### src/rtl/cpu_pkg.sv
`default_nettype none
// ============================================================================
// Module   : cpu_pkg
// Brief    : Shared CPU constants and fetch-stage state encoding.
// Revision : 1.0 - initial release
// ============================================================================
package cpu_pkg;

    localparam int DEF_ADDR_W = 12;
    localparam int DEF_DATA_W = 16;

    localparam int unsigned PC_RESET = 0;

    typedef enum logic [1:0] {
        IDLE   = 2'd0,
        REQ    = 2'd1,
        SQUASH = 2'd2,
        HOLD   = 2'd3
    } fetch_state_t;

endpackage : cpu_pkg
`default_nettype wire

### src/rtl/fetch_unit.sv
`default_nettype none
// ============================================================================
// Module   : fetch_unit
// Brief    : Instruction fetch stage: PC sequencing, imem req/ack, decode handshake.
// Revision : 1.0 - initial release
// ============================================================================
module fetch_unit
    import cpu_pkg::*;
#(
    parameter int ADDR_W = DEF_ADDR_W,
    parameter int DATA_W = DEF_DATA_W
) (
    input  logic              clock,
    input  logic              reset,
    input  logic [ADDR_W-1:0] pc_value,
    output logic              pc_cmd,
    output logic [ADDR_W-1:0] pc_datain,
    output logic              imem_req,
    output logic [ADDR_W-1:0] imem_addr,
    input  logic              imem_ack,
    input  logic [DATA_W-1:0] imem_rdata,
    input  logic              branch_valid,
    input  logic [ADDR_W-1:0] branch_target,
    output logic              ir_valid,
    output logic [DATA_W-1:0] ir_data,
    output logic [ADDR_W-1:0] ir_pc,
    input  logic              ir_ready
);

    fetch_state_t      r_state;
    fetch_state_t      w_state_nxt;
    logic [ADDR_W-1:0] r_addr_q;
    logic [DATA_W-1:0] r_ir_data;
    logic [ADDR_W-1:0] r_ir_pc;
    logic [ADDR_W-1:0] w_addr_inc;
    logic              w_enter_req;
    logic              w_capture;

    always_ff @(posedge clock or negedge reset) begin
        if (!reset) begin
            r_state <= IDLE;
        end else begin
            r_state <= w_state_nxt;
        end
    end

    always_comb begin
        w_state_nxt = r_state;
        case (r_state)
            IDLE: w_state_nxt = REQ;
            REQ: begin
                if (imem_ack) begin
                    w_state_nxt = branch_valid ? REQ : HOLD;
                end else if (branch_valid) begin
                    w_state_nxt = SQUASH;
                end
            end
            SQUASH: begin
                if (imem_ack) begin
                    w_state_nxt = REQ;
                end
            end
            HOLD: begin
                if (branch_valid || ir_ready) begin
                    w_state_nxt = REQ;
                end
            end
            default: w_state_nxt = IDLE;
        endcase
    end

    // Waiting in REQ without an ack is not a fresh entry, so addr_q stays put.
    assign w_enter_req = (w_state_nxt == REQ) && !((r_state == REQ) && !imem_ack);
    assign w_capture   = (r_state == REQ) && imem_ack && !branch_valid;
    assign w_addr_inc  = r_addr_q + ADDR_W'(1);

    always_ff @(posedge clock or negedge reset) begin
        if (!reset) begin
            r_addr_q  <= ADDR_W'(PC_RESET);
            r_ir_data <= '0;
            r_ir_pc   <= ADDR_W'(PC_RESET);
        end else begin
            if (w_enter_req) begin
                r_addr_q <= branch_valid ? branch_target : pc_value;
            end
            if (w_capture) begin
                r_ir_data <= imem_rdata;
                r_ir_pc   <= r_addr_q;
            end
        end
    end

    always_comb begin
        imem_req  = (r_state == REQ) || (r_state == SQUASH);
        ir_valid  = (r_state == HOLD) && !branch_valid;
        pc_cmd    = 1'b0;
        pc_datain = '0;
        // Redirect wins over the sequential increment; a squashed ack never increments.
        if (reset) begin
            if (branch_valid) begin
                pc_cmd    = 1'b1;
                pc_datain = branch_target;
            end else if ((r_state == REQ) && imem_ack) begin
                pc_cmd    = 1'b1;
                pc_datain = w_addr_inc;
            end
        end
    end

    assign imem_addr = r_addr_q;
    assign ir_data   = r_ir_data;
    assign ir_pc     = r_ir_pc;

endmodule : fetch_unit
`default_nettype wire

### config.mk
export PLATFORM = sky130hd
export DESIGN_NAME = fetch_unit
export DESIGN_NICKNAME = d
export VERILOG_FILES = /design/src/rtl/cpu_pkg.sv /design/src/rtl/fetch_unit.sv
export SDC_FILE = /design/constraint.sdc
export NUM_CORES = 1
export LEC_CHECK = 0
export CORE_ASPECT_RATIO = 1.25
export CORE_MARGIN = 3
export CORE_UTILIZATION = 43
export DETAILED_ROUTE_END_ITERATION = 16
export GPL_ROUTABILITY_DRIVEN = 1
export GPL_TIMING_DRIVEN = 0
export PLACE_DENSITY = 0.88
export SYNTH_ARGS = -nofsm -noshare
export SYNTH_HDL_FRONTEND = slang
export SYNTH_SLANG_ARGS = --single-unit
### constraint.sdc
create_clock -name clock -period 2.9 [get_ports clock]
set_input_delay 0.87 -clock clock [delete_from_list [all_inputs] [get_ports clock]]
set_output_delay 0.87 -clock clock [all_outputs]
set_load 0.01 [all_outputs]
## Word level (Yosys, flattened, before mapping)

Cells that the tools add are included.

- Bits in read-only memories: 0
- Output and inout bits: 55
- Memories: 0
- Bits in writable memories: 0
- Bits in registers: 42
- Bits in latches: 0

- $mul: 0
- Shift-type cells: 0
- $add $sub $neg: 1
- Multiplexer cells: 13
- Equal/unequal tests: 4
- Bitwise gates (word level): 0
- Reductions and logical operators: 11
- Divide/modulo/power cells: 0
- Order comparisons: 0

Operator list:

| kind | number |
|---|---|
| 12-bit 2-to-1 mux | 4 |
| 12-bit by 1-bit adder with 12-bit output, second input constant | 1 |
| 2-bit 2-to-1 mux | 5 |
| 2-bit one-hot mux with 4 select lines | 1 |
| 1-bit logical AND | 5 |
| 2-bit by 1-bit == test with 1-bit output, second input constant | 2 |
| 2-bit == test, second input constant | 2 |
| 1-bit zero test | 3 |
| 1-bit 2-to-1 mux | 3 |
| 2-bit zero test | 1 |
| 1-bit logical OR | 2 |

## Logic depth before layout (Yosys ltp)

- Depth after elaboration: 5
- Mapped depth: 8
- Depth with buffers taken out: 6

## Least setup slack after synthesis

No wires, ideal clock.

- Path kind: input-to-output
- Start point: input imem_ack
- End point: output pc_datain[8]
- Data required time: 2,030 ps
- Data arrival time: 1,859 ps
- Setup slack: 171 ps
- Stages on the path: 4
- Path through: nand2_1 or2_2 clkbuf_1 o311ai_0

- Cells in the longest elaborated chain, start to end: 4

RTL lines:

| element | RTL line | RTL |
|---|---|---|
| start: declaration | fetch_unit.sv:20 | `input logic imem_ack,` |
| 1-bit logical AND | fetch_unit.sv:103 | `end else if ((r_state == REQ) && imem_ack) begin` |
| 12-bit 2-to-1 mux | fetch_unit.sv:103 |  |
| 12-bit 2-to-1 mux | fetch_unit.sv:100 | `if (branch_valid) begin` |
| 12-bit 2-to-1 mux | fetch_unit.sv:99 | `if (reset) begin` |
| end: declaration | fetch_unit.sv:17 | `output logic [ADDR_W-1:0] pc_datain,` |

Every way passes these cells.

## Final worst setup path

- Start point: input branch_valid
- End point: output pc_datain[8]

- Cells in the longest elaborated chain, start to end: 2

RTL lines:

| element | RTL line | RTL |
|---|---|---|
| start: declaration | fetch_unit.sv:22 | `input logic branch_valid,` |
| 12-bit 2-to-1 mux | fetch_unit.sv:100 |  |
| 12-bit 2-to-1 mux | fetch_unit.sv:99 |  |

Every way passes these cells.

==> flow_metrics.tcl <==
set metrics [dict create \
    viasPerCell 5.00 \
    die-area_um2 6330 \
    fin_nets 419 \
    wl_per_cell_um 14.7 \
    drc 0 \
    p_leak_nw 1.67 \
    insertion_delay_ps 300 \
    ir_drop_mv 0.605 \
    worstSetupStartpoint "branch_valid" \
    totalWireLength_um 6340 \
    path_clk_slew_ps 90 \
    regArea_um2 1050 \
    finalHoldViolCount 0 \
    synth_edf_count 0 \
    max-slew-margin-rel 0.708 \
    criticalPathCategory "primary input to output pin" \
    diodes 0 \
    whs_ps 374 \
    finalSetupViolCount 0 \
    r2r_setup_slack_ps 870 \
    synth_ff_type "dfrtp_1" \
    grt_pass1_vias 2222 \
    grt_overflow 0 \
    drt_first_iter_violations 110 \
    finClkSkew_ps 4.16 \
    grt_setup_unrepaired "true" \
    cts_tree "yes" \
    holdBufCountCts 0 \
    initial_core_util 0.451 \
    finalPower_mw 3.36 \
    drive_gt1_frac 0.176 \
    synth_adder_area_share 0.0323 \
    max_cap_violations 0 \
    numPortBuffers 99 \
    power_density_nw_per_um2 938 \
    grt_start_max_net_pins 32 \
    area_growth_pct 54.1 \
    cp.arrival_ps 1990 \
    cts-root-buf "clkbuf_8" \
    ys_types 33 \
    clock-sinks 42 \
    grt.total_usage 0.215 \
    htree_levels 2 \
    num-fill-cells 449 \
    die_x_um 71.8 \
    syn_inst 257 \
    drt_pass1_iterations 4 \
    synth_common_cells "95 x nand2_1, 42 x dfrtp_1, 16 x o21ai_0" \
    ys_seq_area_frac 0.452 \
    synthXorXnorAreaFrac 0.0301 \
    grt_pass1_wl_um 10600 \
    num_rows 29 \
    start_kind "primary input" \
    yosys_warnings 0 \
    min_period_over_period 0.988 \
    reg2reg_to "imem_addr[10]" \
    clock.fmax_mhz 349 \
    run_status "finished, final reports clean" \
    synth_top_family_by_area "simple AND/OR/NAND/NOR gates" \
    slew_viol_final 0 \
    synth_compound_area_frac 0.0662 \
    async_flop_share 1.00 \
    place_congestion 0.777 \
    end_kind "output pin" \
    ys_ff_latch 42 \
    antenna_found_initial 0 \
    rr_startpoint "r_state[1]" \
    multi_input_area_um2 1160 \
    dp_hpwl_um 4760 \
    synth_mux_area_frac 0.108 \
    ios 100 \
    yosysMostFrequentCell "nand2_1" \
    vias 2157 \
    die_h_um 88.2 \
    cts_buffer_depth 2 \
    synthesis.area_um2 2320 \
    cts_buffers 5 \
    synthSimpleGateAreaFrac 0.251 \
    yosysTopAreaCell "dfrtp_1" \
    syn_nets 308 \
    synthDominantCellAreaShare 0.452 \
    critPathCapture "pc_datain[8]" \
    rr_worst_depth 6 \
    layout_min_cycle_time_ps 2860 \
    tightest_slew_ps 439 \
    path_max_fanout 10 \
    yosys-top-cells-area "dfrtp_1 45%, nand2_1 15%, mux2_4 6.5%" \
    timing.hold.worst.class "primary input to async pin" \
    core_um2 5150 \
    detail-route-antenna-nets 0 \
    postSynthAreaPerCell_um2 9.05 \
    critPathRequiredTime_ps 2030 \
]
[cell usage in the layout, fill, tap and decap left out, types with 3 or more instances in the layout]
cell / n
nand2_1: 93
clkdlybuf4s50_1: 82
dfrtp_1: 39
nand3_1: 13
o21ai_0: 12
clkbuf_8: 10
mux2_4: 10
mux2_2: 9
inv_1: 8
buf_4: 6
dlygate4sd2_1: 6
nor2_1: 5
ha_1: 5
nand4_1: 4
xnor2_1: 4
o21ai_1: 4
xor2_1: 4
and2_1: 4
clkbuf_1: 4
buf_2: 4
dfrtp_2: 3
[sequential cells by signal, summed over array words and instances (netlist names)]
name / count
imem_addr: 12
ir_pc: 12
r_state: 2
ir_data: 16
[logic make-up (layout without fill, tap and decap cells)]
group                      Yosys count  in the layout
muxes                               19             19
adders and majority gates            6              6
DFF                                 42             42
and+or+nand+nor                    135            135
buffers and inverters               23            135
xor gates and xnor gates             8              8
AOI/OAI and AO/OA                   24             24
[per-stage QoR]
step                      worst slack, ps   util  area (um^2)  instances  setup TNS (ps)
final                                36.0  0.695         3580        431               0
after global placement              -2190  0.659         3390        418          -32060
after floorplan                       171      -         2320        257               0
after CTS                           -3.97  0.697         3590        431           -3.97
after detailed placement            -1240  0.661         3410        419          -13070
after global routing                -36.0  0.695         3580        431           -54.8
[area by class of cell]
cell class              count  area share
repair buffers            105       0.282
well taps                  62      0.0216
multi-input cells         192       0.325
clock inverters             3     0.00663
inverters                   9     0.00943
flip-flops and latches     42       0.294
plain buffers              13      0.0412
clock buffers               5      0.0192
[layer usage]
metal  track usage  routed length [um]  part of all wire
met1         0.265                2640              0.42
met2         0.372                3180              0.50
met3        0.0517                 439             0.069
met4        0.0667                  80             0.013
met5             0                   0                 0
[how the worst min path moves through the flow]
stage / from / end / cells past startpoint
global route: reset / imem_addr[11] / 1
CTS: reset / imem_addr[11] / 1
detailed placement: ir_pc[11] / ir_pc[11] / 2
global placement: ir_data[5] / ir_data[5] / 2
floorplan: ir_data[0] / ir_data[0] / 2
finish: reset / ir_pc[1] / 1
[worst max-delay path: stages]
cell and delay (ps):
clkdlybuf4s15_2 220, clkbuf_8 160, nor2_4 140, clkbuf_8 190
nand4_1 90, o311ai_0 110, buf_2 210
[power breakdown]
| group | total [mW] | internal, mW | leakage [nW] | switching (mW) |
|---|---|---|---|---|
| sequential | 1.14 | 0.870 | 0.512 | 0.272 |
| clock | 0.392 | 0.172 | 0.0408 | 0.220 |
| combinational | 1.83 | 1.08 | 1.12 | 0.752 |
| total | 3.36 | 2.12 | 1.67 | 1.24 |
[what timing repair did]
action / 4_1_cts / 5_1_grt
gates resized for setup: 61 / 15
hold endpoints to repair: 0 / 0
pin swaps: 3 / 2
setup endpoints to repair: 14 / 9
setup buffers: 5 / 0
No activity file was read; power rests on OpenSTA's default activity.
